**src/rtl/mac_unit_vert_accum.sv**
```systemverilog
// Vertical bit-column MAC: for one latched activation vector, consumes W_BITS
// weight bit-columns MSB first and accumulates the shifted column partial sums.
//   state | meaning
//   IDLE  | waiting for start; result holds the last value
//   RUN   | one column consumed per accepted col_valid beat
//   DONE  | result valid, waiting for out_ready
module mac_unit_vert_accum #(
  parameter int DATA_WIDTH    = 8,
  parameter int VEC_LENGTH    = 8,
  parameter int NUM_LANE      = VEC_LENGTH / 2,
  parameter int WINDOW        = VEC_LENGTH / 2 + 1,
  parameter int SEL_WIDTH     = $clog2(WINDOW),
  parameter int W_BITS        = 8,
  parameter int SUM_ACT_WIDTH = $clog2(VEC_LENGTH) + DATA_WIDTH,
  parameter int ACC_WIDTH     = DATA_WIDTH + 16
) (
  input  logic                                    clk,
  input  logic                                    reset,
  input  logic                                    start_valid,
  output logic                                    start_ready,
  input  logic [VEC_LENGTH-1:0][DATA_WIDTH-1:0]   act_in,
  input  logic signed [SUM_ACT_WIDTH-1:0]         sum_act,
  input  logic                                    load_accum,
  input  logic signed [ACC_WIDTH-1:0]             accum_prev,
  input  logic                                    col_valid,
  output logic                                    col_ready,
  input  logic [NUM_LANE-1:0][SEL_WIDTH-1:0]      act_sel,
  input  logic [NUM_LANE-1:0]                     act_val,
  input  logic                                    is_skip_zero,
  output logic                                    out_valid,
  input  logic                                    out_ready,
  output logic signed [ACC_WIDTH-1:0]             result
);

  localparam int CNT_W = (W_BITS > 1) ? $clog2(W_BITS) : 1;
  localparam logic [CNT_W-1:0] CNT_MSB = CNT_W'(W_BITS - 1);

  typedef enum logic [1:0] {IDLE, RUN, DONE} state_t;

  state_t                          state, state_next;
  logic signed [DATA_WIDTH-1:0]    act_q [VEC_LENGTH];
  logic signed [SUM_ACT_WIDTH-1:0] sum_act_q;
  logic signed [ACC_WIDTH-1:0]     acc;
  logic [CNT_W-1:0]                col_cnt;

  logic signed [DATA_WIDTH-1:0]    lane_op [NUM_LANE];
  logic signed [SUM_ACT_WIDTH-1:0] sel_sum;
  logic signed [SUM_ACT_WIDTH-1:0] psum_raw;
  logic signed [SUM_ACT_WIDTH-1:0] psum;
  logic signed [ACC_WIDTH-1:0]     acc_add;

  // Windows past the vector end or selects past WINDOW never match, giving 0.
  always_comb begin
    for (int j = 0; j < NUM_LANE; j++) begin
      lane_op[j] = '0;
      for (int k = 0; k < WINDOW && (j + k) < VEC_LENGTH; k++) begin
        if (act_val[j] && act_sel[j] == SEL_WIDTH'(k)) lane_op[j] = act_q[j+k];
      end
    end
  end

  always_comb begin
    sel_sum = '0;
    for (int j = 0; j < NUM_LANE; j++) begin
      sel_sum = sel_sum + {{(SUM_ACT_WIDTH-DATA_WIDTH){lane_op[j][DATA_WIDTH-1]}}, lane_op[j]};
    end
  end

  assign psum_raw = is_skip_zero ? sel_sum : (sum_act_q - sel_sum);
  assign psum     = (col_cnt == CNT_MSB) ? -psum_raw : psum_raw;
  assign acc_add  = {{(ACC_WIDTH-SUM_ACT_WIDTH){psum[SUM_ACT_WIDTH-1]}}, psum} << col_cnt;

  always_ff @(posedge clk) begin
    if (reset) state <= IDLE;
    else       state <= state_next;
  end

  always_comb begin
    state_next = state;
    case (state)
      IDLE:    if (start_valid) state_next = RUN;
      RUN:     if (col_valid && col_cnt == '0) state_next = DONE;
      DONE:    if (out_ready) state_next = IDLE;
      default: state_next = IDLE;
    endcase
  end

  always_ff @(posedge clk) begin
    if (reset) begin
      acc       <= '0;
      col_cnt   <= '0;
      sum_act_q <= '0;
      for (int i = 0; i < VEC_LENGTH; i++) act_q[i] <= '0;
    end else begin
      case (state)
        IDLE: if (start_valid) begin
          for (int i = 0; i < VEC_LENGTH; i++) act_q[i] <= act_in[i];
          sum_act_q <= sum_act;
          acc       <= load_accum ? accum_prev : '0;
          col_cnt   <= CNT_MSB;
        end
        RUN: if (col_valid) begin
          acc <= acc + acc_add;
          if (col_cnt != '0) col_cnt <= col_cnt - CNT_W'(1);
        end
        default: ;
      endcase
    end
  end

  assign start_ready = (state == IDLE);
  assign col_ready   = (state == RUN);
  assign out_valid   = (state == DONE);
  assign result      = acc;

endmodule

```
**config.mk**
```make
export PLATFORM = sky130hd
export DESIGN_NAME = mac_unit_vert_accum
export DESIGN_NICKNAME = d
export VERILOG_FILES = /design/src/rtl/mac_unit_vert_accum.sv
export SDC_FILE = /design/constraint.sdc
export NUM_CORES = 1
export LEC_CHECK = 0
export CAP_MARGIN = 15
export CORE_ASPECT_RATIO = 0.6
export CORE_MARGIN = 10
export CORE_UTILIZATION = 40
export CTS_CLUSTER_SIZE = 25
export DETAILED_ROUTE_END_ITERATION = 8
export SYNTH_ARGS = -nofsm -noshare
export SYNTH_HDL_FRONTEND = slang
export SYNTH_SLANG_ARGS = --single-unit
```
**constraint.sdc**
```tcl
create_clock -name clk -period 17.6 [get_ports clk]
set_input_delay 5.28 -clock clk [delete_from_list [all_inputs] [get_ports clk]]
set_output_delay 5.28 -clock clk [all_outputs]
set_load 0.02 [all_outputs]
```
# Word-level counts from Yosys, hierarchy flattened
# Memory sizes are Yosys's and may differ from the RTL's.
# Index checks and enable logic that the tools add are counted.
# Widths: inputs -> output; s select.
[word_totals] register_bits=40 ram_bits=64 input_bits=122 out_inout_bits=27 wordCells=126 n_memories=1
[op_classes] addsub=7 eq_ne=24 shift=1 muxes=48 n_bitwise=8 n_reduce_logical=33
[memory_table] memory="act_q" words=8 word_bits=8 rd=8 rd_clocked_by_memory_dff=0 write_ports=8 line="41" text="logic signed [DATA_WIDTH-1:0] act_q [VEC_LENGTH];"
[op_table] cell="$mux 8" n=28
[op_table] cell="$mux 24" n=3
[op_table] cell="$pmux 24 s2" n=1
[op_table] cell="$add 24x24->24" n=1
[op_table] cell="$eq 3x2->1 const B" n=8
[op_table] cell="$shl 24x3->24" n=1
[op_table] cell="$mux 11" n=2
[op_table] cell="$logic_and 1x1->1" n=21
[op_table] cell="$eq 3x3->1 const B" n=5
[op_table] cell="$logic_not 3->1" n=5
[op_table] cell="$eq 3x1->1 const B" n=4
[op_table] cell="$add 10x8->11" n=1
[op_table] cell="$neg 11->11" n=1
[op_table] cell="$sub 11x11->11" n=1
[op_table] cell="$add 9x8->10" n=1
[op_table] cell="$add 8x8->9" n=1
[op_table] cell="$mux 3" n=3
[op_table] cell="$or 1x1->1" n=8
[op_table] cell="$mux 1" n=6
[op_table] cell="$mux 2" n=3
[op_table] cell="$ne 2x1->1 const B" n=3
[op_table] cell="$pmux 2 s3" n=1
[op_table] cell="$pmux 3 s2" n=1
[op_table] cell="$reduce_and 3->1" n=2
[op_table] cell="9 further kinds" n=10

# Longest topological paths before layout
[logic_depth] depth_word=18 depth_mapped=43 mapped_depth_nobuf=42

# Least setup slack after synthesis
# OpenSTA, ideal clock, no wires.
[synth_timing] path_kind="input -> register" start="in act_sel[9] (netlist bit)" end="reg acc[23], in the netlist result[23]" setup_ns=0.077 t_arrival_ns=13.782 required_time_ns=17.523 path_slack_ns=3.741 path_stages=38 path_buffers=1 path_cell_list="clkbuf_1 > mux4_2 > a22o_1 > fa_1 > inv_1 > fa_1 > inv_1 > ha_1 > a211o_1 > and3_2 > nor2_1 > inv_1 > ha_1 > nor3_1 > nor2_1 > o41a_1 > maj3_2 > a21o_1 > [... 2 more ...] > mux2i_1 > xor2_1 > mux2_2 > a21oi_1 > mux2_2 > ha_1 > and2_1 > a221o_1 > nor3_1 > a21bo_2 > o21ai_0 > nand4_1 > nand2_1 > a21o_1 > a21oi_1 > xor3_1 > or4_1 > a41oi_2"
[synth_between] elab_chain_len=16 word_cells_on_any_way=24 cone_classes="4 x add/sub; 4 x eq/ne; 1 x shift; 9 x mux; 6 x reduce/logical"
[synth_rtl] item="from (decl)" line="27" text="input logic [NUM_LANE-1:0][SEL_WIDTH-1:0] act_sel,"
[synth_rtl] item="$logic_not 3->1" line="57" text="if (act_val[j] && act_sel[j] == SEL_WIDTH'(k)) lane_op[j] = act_q[j+k];"
[synth_rtl] item="$logic_and 1x1->1" line="57"
[synth_rtl] item="$mux 8 (4 in a row)" line="57"
[synth_rtl] item="$mux 8 (*)" line="57"
[synth_rtl] item="$add 10x8->11 (*)" line="65" text="sel_sum = sel_sum + {{(SUM_ACT_WIDTH-DATA_WIDTH){lane_op[j][DATA_WIDTH-1]}}, lane_op[j]};"
[synth_rtl] item="$sub 11x11->11" line="69" text="assign psum_raw = is_skip_zero ? sel_sum : (sum_act_q - sel_sum);"
[synth_rtl] item="$mux 11 (*)" line="69"
[synth_rtl] item="$neg 11->11" line="70" text="assign psum = (col_cnt == CNT_MSB) ? -psum_raw : psum_raw;"
[synth_rtl] item="$mux 11 (*)" line="70"
[synth_rtl] item="$shl 24x3->24 (*)" line="71" text="assign acc_add = {{(ACC_WIDTH-SUM_ACT_WIDTH){psum[SUM_ACT_WIDTH-1]}}, psum} << col_cnt;"
[synth_rtl] item="$add 24x24->24 (*)" line="103" text="acc <= acc + acc_add;"
[synth_rtl] item="$mux 24 (*)" line="102" text="RUN: if (col_valid) begin"
[synth_rtl] item="$pmux 24 s2 (*)" line="95" text="case (state)"
[synth_rtl] item="to (signal assigned)" line="99" text="acc <= load_accum ? accum_prev : '0;"
[synth_rtl] item="to (signal assigned)" line="103"
[synth_rtl] item="to (decl)" line="43" text="logic signed [ACC_WIDTH-1:0] acc;"
# Mark *: on every way between the ends. The rest lies on a longest branch, timed or not. The select of a mux whose other input is x is not followed.
# A chain may end at the register's enable or synchronous reset.

# Worst setup path after layout
[layout_timing] start="in act_sel[7] (netlist bit)" end="reg acc[23], in the netlist result[23]"
[layout_between] elab_chain_len=17 word_cells_on_any_way=25 cone_classes="5 x add/sub; 4 x eq/ne; 1 x shift; 9 x mux; 6 x reduce/logical"
[layout_rtl] item="$logic_not 3->1" line="57"
[layout_rtl] item="$logic_and 1x1->1" line="57"
[layout_rtl] item="$mux 8 (4 in a row)" line="57"
[layout_rtl] item="$mux 8 (*)" line="57"
[layout_rtl] item="$add 9x8->10 (*)" line="65"
[layout_rtl] item="$add 10x8->11 (*)" line="65"
[layout_rtl] item="$sub 11x11->11" line="69"
[layout_rtl] item="$mux 11 (*)" line="69"
[layout_rtl] item="$neg 11->11" line="70"
[layout_rtl] item="$mux 11 (*)" line="70"
[layout_rtl] item="$shl 24x3->24 (*)" line="71"
[layout_rtl] item="$add 24x24->24 (*)" line="103"
[layout_rtl] item="$mux 24 (*)" line="102"
[layout_rtl] item="$pmux 24 s2 (*)" line="95"
# Marked as above.

==> run summary <==
Sw Ratio: 41.5%
DR iter-0 viols: 753
status: finished, final reports clean
R2R cell count: 37
mux cell area share after synthesis: 9.71%
Synth area leader: edfxtp_1
final hold vios: 0
Synth Area in Adders: 11.8%
io pins: 149
Final GP Congestion: 0.993
setup_tns: 0 ns
final setup fails: 0
minimum clock period: 15.14 ns
combinational power share: 52.4%
Slew Limit Fails: 0
Post-synth top flop: edfxtp_1
share of cells above drive strength 1: 7.48%
pwr dens: 105 nW/um^2
largest net degree at the start of global routing: 65
Residual DRC: 0
core area: 20900 um^2
CP Max Fanout: 18
TritonCTS Buffers: 9
hold depth: 2
root buf cell: clkbuf_16
Fin Clk Skew: 0.0136 ns
WS Path Type: in -> reg
first-pass GRT wire length: 42600 um
GR Overflow Total: 0
top post-synthesis cells by area: edfxtp_1 (23%), dfxtp_1 (9.5%), ha_1 (6.8%)
RSZ-0062 raised after global routing: no
worst-skew pair later-pin latency: 0.37 ns
syn_area_per_cell: 9.32 um^2
crit share post-route: 86.0%
Relative slew margins: 44.4%
max cap viols: 0
Net Count, Synth: 1092
CP max stage delay: 0.99 ns
Layout area overhead: 23.8%
Antenna Nets Post-Route: 0
cell area after synthesis: 8440 um^2
CTS tree: built
Hold WC Path Type: reg -> reg
initial antenna violation count: 0
Post-Synth Simple-Gate Area: 18.6%
Synth Area in Compound Gates: 18.7%
Clock Power Share: 18.7%
setup ws final: 2.46 ns
Final #Nets: 1211
flops & latches, synth: 104
maximum vdd ir drop: 0.0614 mV
DP Worst Slack: 2.31 ns
post_cts resized: 0
worst r2r dst: result[23]$_SDFFE_PP0P_
H-tree levels: 3
Yosys top cell area share: 22.8%
Setup crit start kind: primary input
Critical Path End Type: flip-flop
f_max: 0.0661 GHz
GRT Util Overall: 19.5%
Hold Crit Start: sum_act_q[7]$_SDFFE_PP0P_
PortBufs: 148
total routed wirelength: 27200 um
worst endpoint required time: 17.90 ns
internal reg-to-reg setup slack: 8.11 ns
hold buffer count at CTS: 0
Least-Margin Pin Slew: 0.834 ns
slowest cell on the critical path: clkdlybuf4s50_1
via count: 7353
setup bufs post-CTS: 0
drt wl/cell: 20.8 um
Leak: 0.00416 uW
hold path endpoint: sum_act_q[7]$_SDFFE_PP0P_
DRT Pass-1 Iters: 5
vias in the first global route: 7161
FFs w/ async S/R, synth: 0%
Clk pin slew, worst setup/hold paths: 0.08 ns
placed wire-length estimate: 21600 um
Seq pwr share: 28.9%
initial core utilization: 40.4%
Rows: 41
number of synthesized flops with an enable pin: 64
Vias/cell: 5.62
Yosys cell types: 77
Die Y: 133 um
die area: 27500 um^2
Reg-to-Reg Start: act_q[0][26]$_SDFFCE_PN0P_
Antenna diodes: 0
Clock Sinks: 104
Critical Path AT: 15.43 ns
post-synthesis sequential area ratio: 32.3%
XOR/XNOR share of the synthesized area: 4.30%
Die Span X: 208 um
cells after synthesis: 905
YS warnings: 0
post-route total power: 1090 uW
largest family of logic cells by synthesized area: compound AO/OA/AOI/OAI gates
Int Power: 639 uW
Switching Power: 453 uW
clk buf depth: 2
==> placed cells by master, fill, tap and decap left out, types with 14 or more instances in the layout <==
cell             instances
o21a_1                  14
ha_1                    46
nor2b_1                 31
nand3_1                 22
mux4_2                  23
clkdlybuf4s50_1        147
fa_1                    19
nand2_1                 62
o21ai_0                 33
a22o_1                  14
inv_1                   49
dfxtp_1                 40
edfxtp_1                64
mux2i_1                 22
xor2_1                  15
nor3_1                  21
nor2_1                  85
xnor2_1                 20
a21oi_1                 56
and2_1                  55
==> critical path, delay by kind of cell <==
| family | cells | cell delay [ns] |
|---|---|---|
| adder cells (fa/ha/maj) | 8 | 2.79 |
| AND/OR/NAND/NOR | 11 | 2.27 |
| AO/OA/AOI/OAI | 13 | 2.21 |
| buffers and inverters | 4 | 1.23 |
| multiplexers | 3 | 0.94 |
| XOR/XNOR | 3 | 0.74 |
==> sequential cells by signal (all words and copies together) (netlist names) <==
name / cells
act_q: 64
result: 24
sum_act_q: 11
col_cnt: 3
state: 2
==> final cells by class <==
cell class,instances,area [um^2]
inverter,50,188
clock buffer,10,229
multi-input combinational,699,5330
tap,279,349
clock inverter,6,57.6
fill,1952,10400
sequential,104,2720
timing repair buffer,160,1570
==> layer usage <==
metal	track usage (%)	part of all wire (%)	wire length (um)	up-vias
li1	-	-	-	3530
met1	29.8	51	14000	3549
met3	5.66	8.7	2360	11
met4	3.31	0.70	191	0
met5	0	0	0	-
met2	26.0	39	10700	263
==> logic make-up (layout without fill, tap and decap cells) <==
| group | Yosys count | count (layout) |
|---|---|---|
| AOI/OAI and AO/OA | 225 | 225 |
| xor gates and xnor gates | 38 | 38 |
| adders and majority gates | 69 | 69 |
| buffers and inverters | 102 | 226 |
| DFF | 104 | 104 |
| muxes | 52 | 52 |
| and+or+nand+nor | 315 | 315 |
==> power by group through the flow <==
stage	logic (uW)	registers, uW	clock network, uW
final	572	316	204
after global placement	557	321	0
after floorplan	406	315	0
after global routing	635	319	218
after detailed placement	560	320	0
after CTS	565	315	211
==> stage by stage <==
step / cell area [um^2] / hold slack (ns) / std cells / util, %
6_report: 10400 / 0.467 / 1308 / 50.0
2_1_floorplan: 8440 / 0.436 / 905 / -
5_1_grt: 10400 / 0.482 / 1308 / 50.0
3_3_place_gp: 10200 / 0.448 / 1292 / 48.7
4_1_cts: 10400 / 0.466 / 1308 / 50.0
3_5_place_dp: 10200 / 0.455 / 1292 / 48.7
==> cells in the mapped netlist (5+ instances only) <==
library cell  count
nand2b_1         10
a21oi_1          56
inv_1            49
a22oi_1          12
or2_1             5
o211ai_1          6
nand2_1          62
xor2_1           15
nor2b_1          31
and2_1           55
clkbuf_1         43
fa_1             19
xnor2_1          20
o22ai_1           9
nor2_1           86
o21ai_0          33
a311oi_1         12
a221oi_1          6
o21a_1           14
dfxtp_1          40
nor3_1           21
a21o_1           11
mux4_2           23
nand4_1           5
a22o_1           14
edfxtp_1         64
nand3_1          22
buf_1             8
mux2i_1          22
o31ai_1           6
mux2_2            6
ha_1             46
a211oi_1          6
==> worst max-delay path by stage <==
stage	startpoint	end	slack (ns)	depth (start not counted)
3_5_place_dp	act_sel[7]	result[23]$_SDFFE_PP0P_	2.31	42
4_1_cts	act_sel[7]	result[23]$_SDFFE_PP0P_	2.65	42
3_3_place_gp	act_sel[7]	result[23]$_SDFFE_PP0P_	2.65	42
5_1_grt	act_sel[7]	result[23]$_SDFFE_PP0P_	1.82	41
2_1_floorplan	act_sel[9]	result[23]$_SDFFE_PP0P_	3.74	38
6_report	act_sel[7]	result[23]$_SDFFE_PP0P_	2.46	42
No activity file was read; power rests on OpenSTA's default activity.
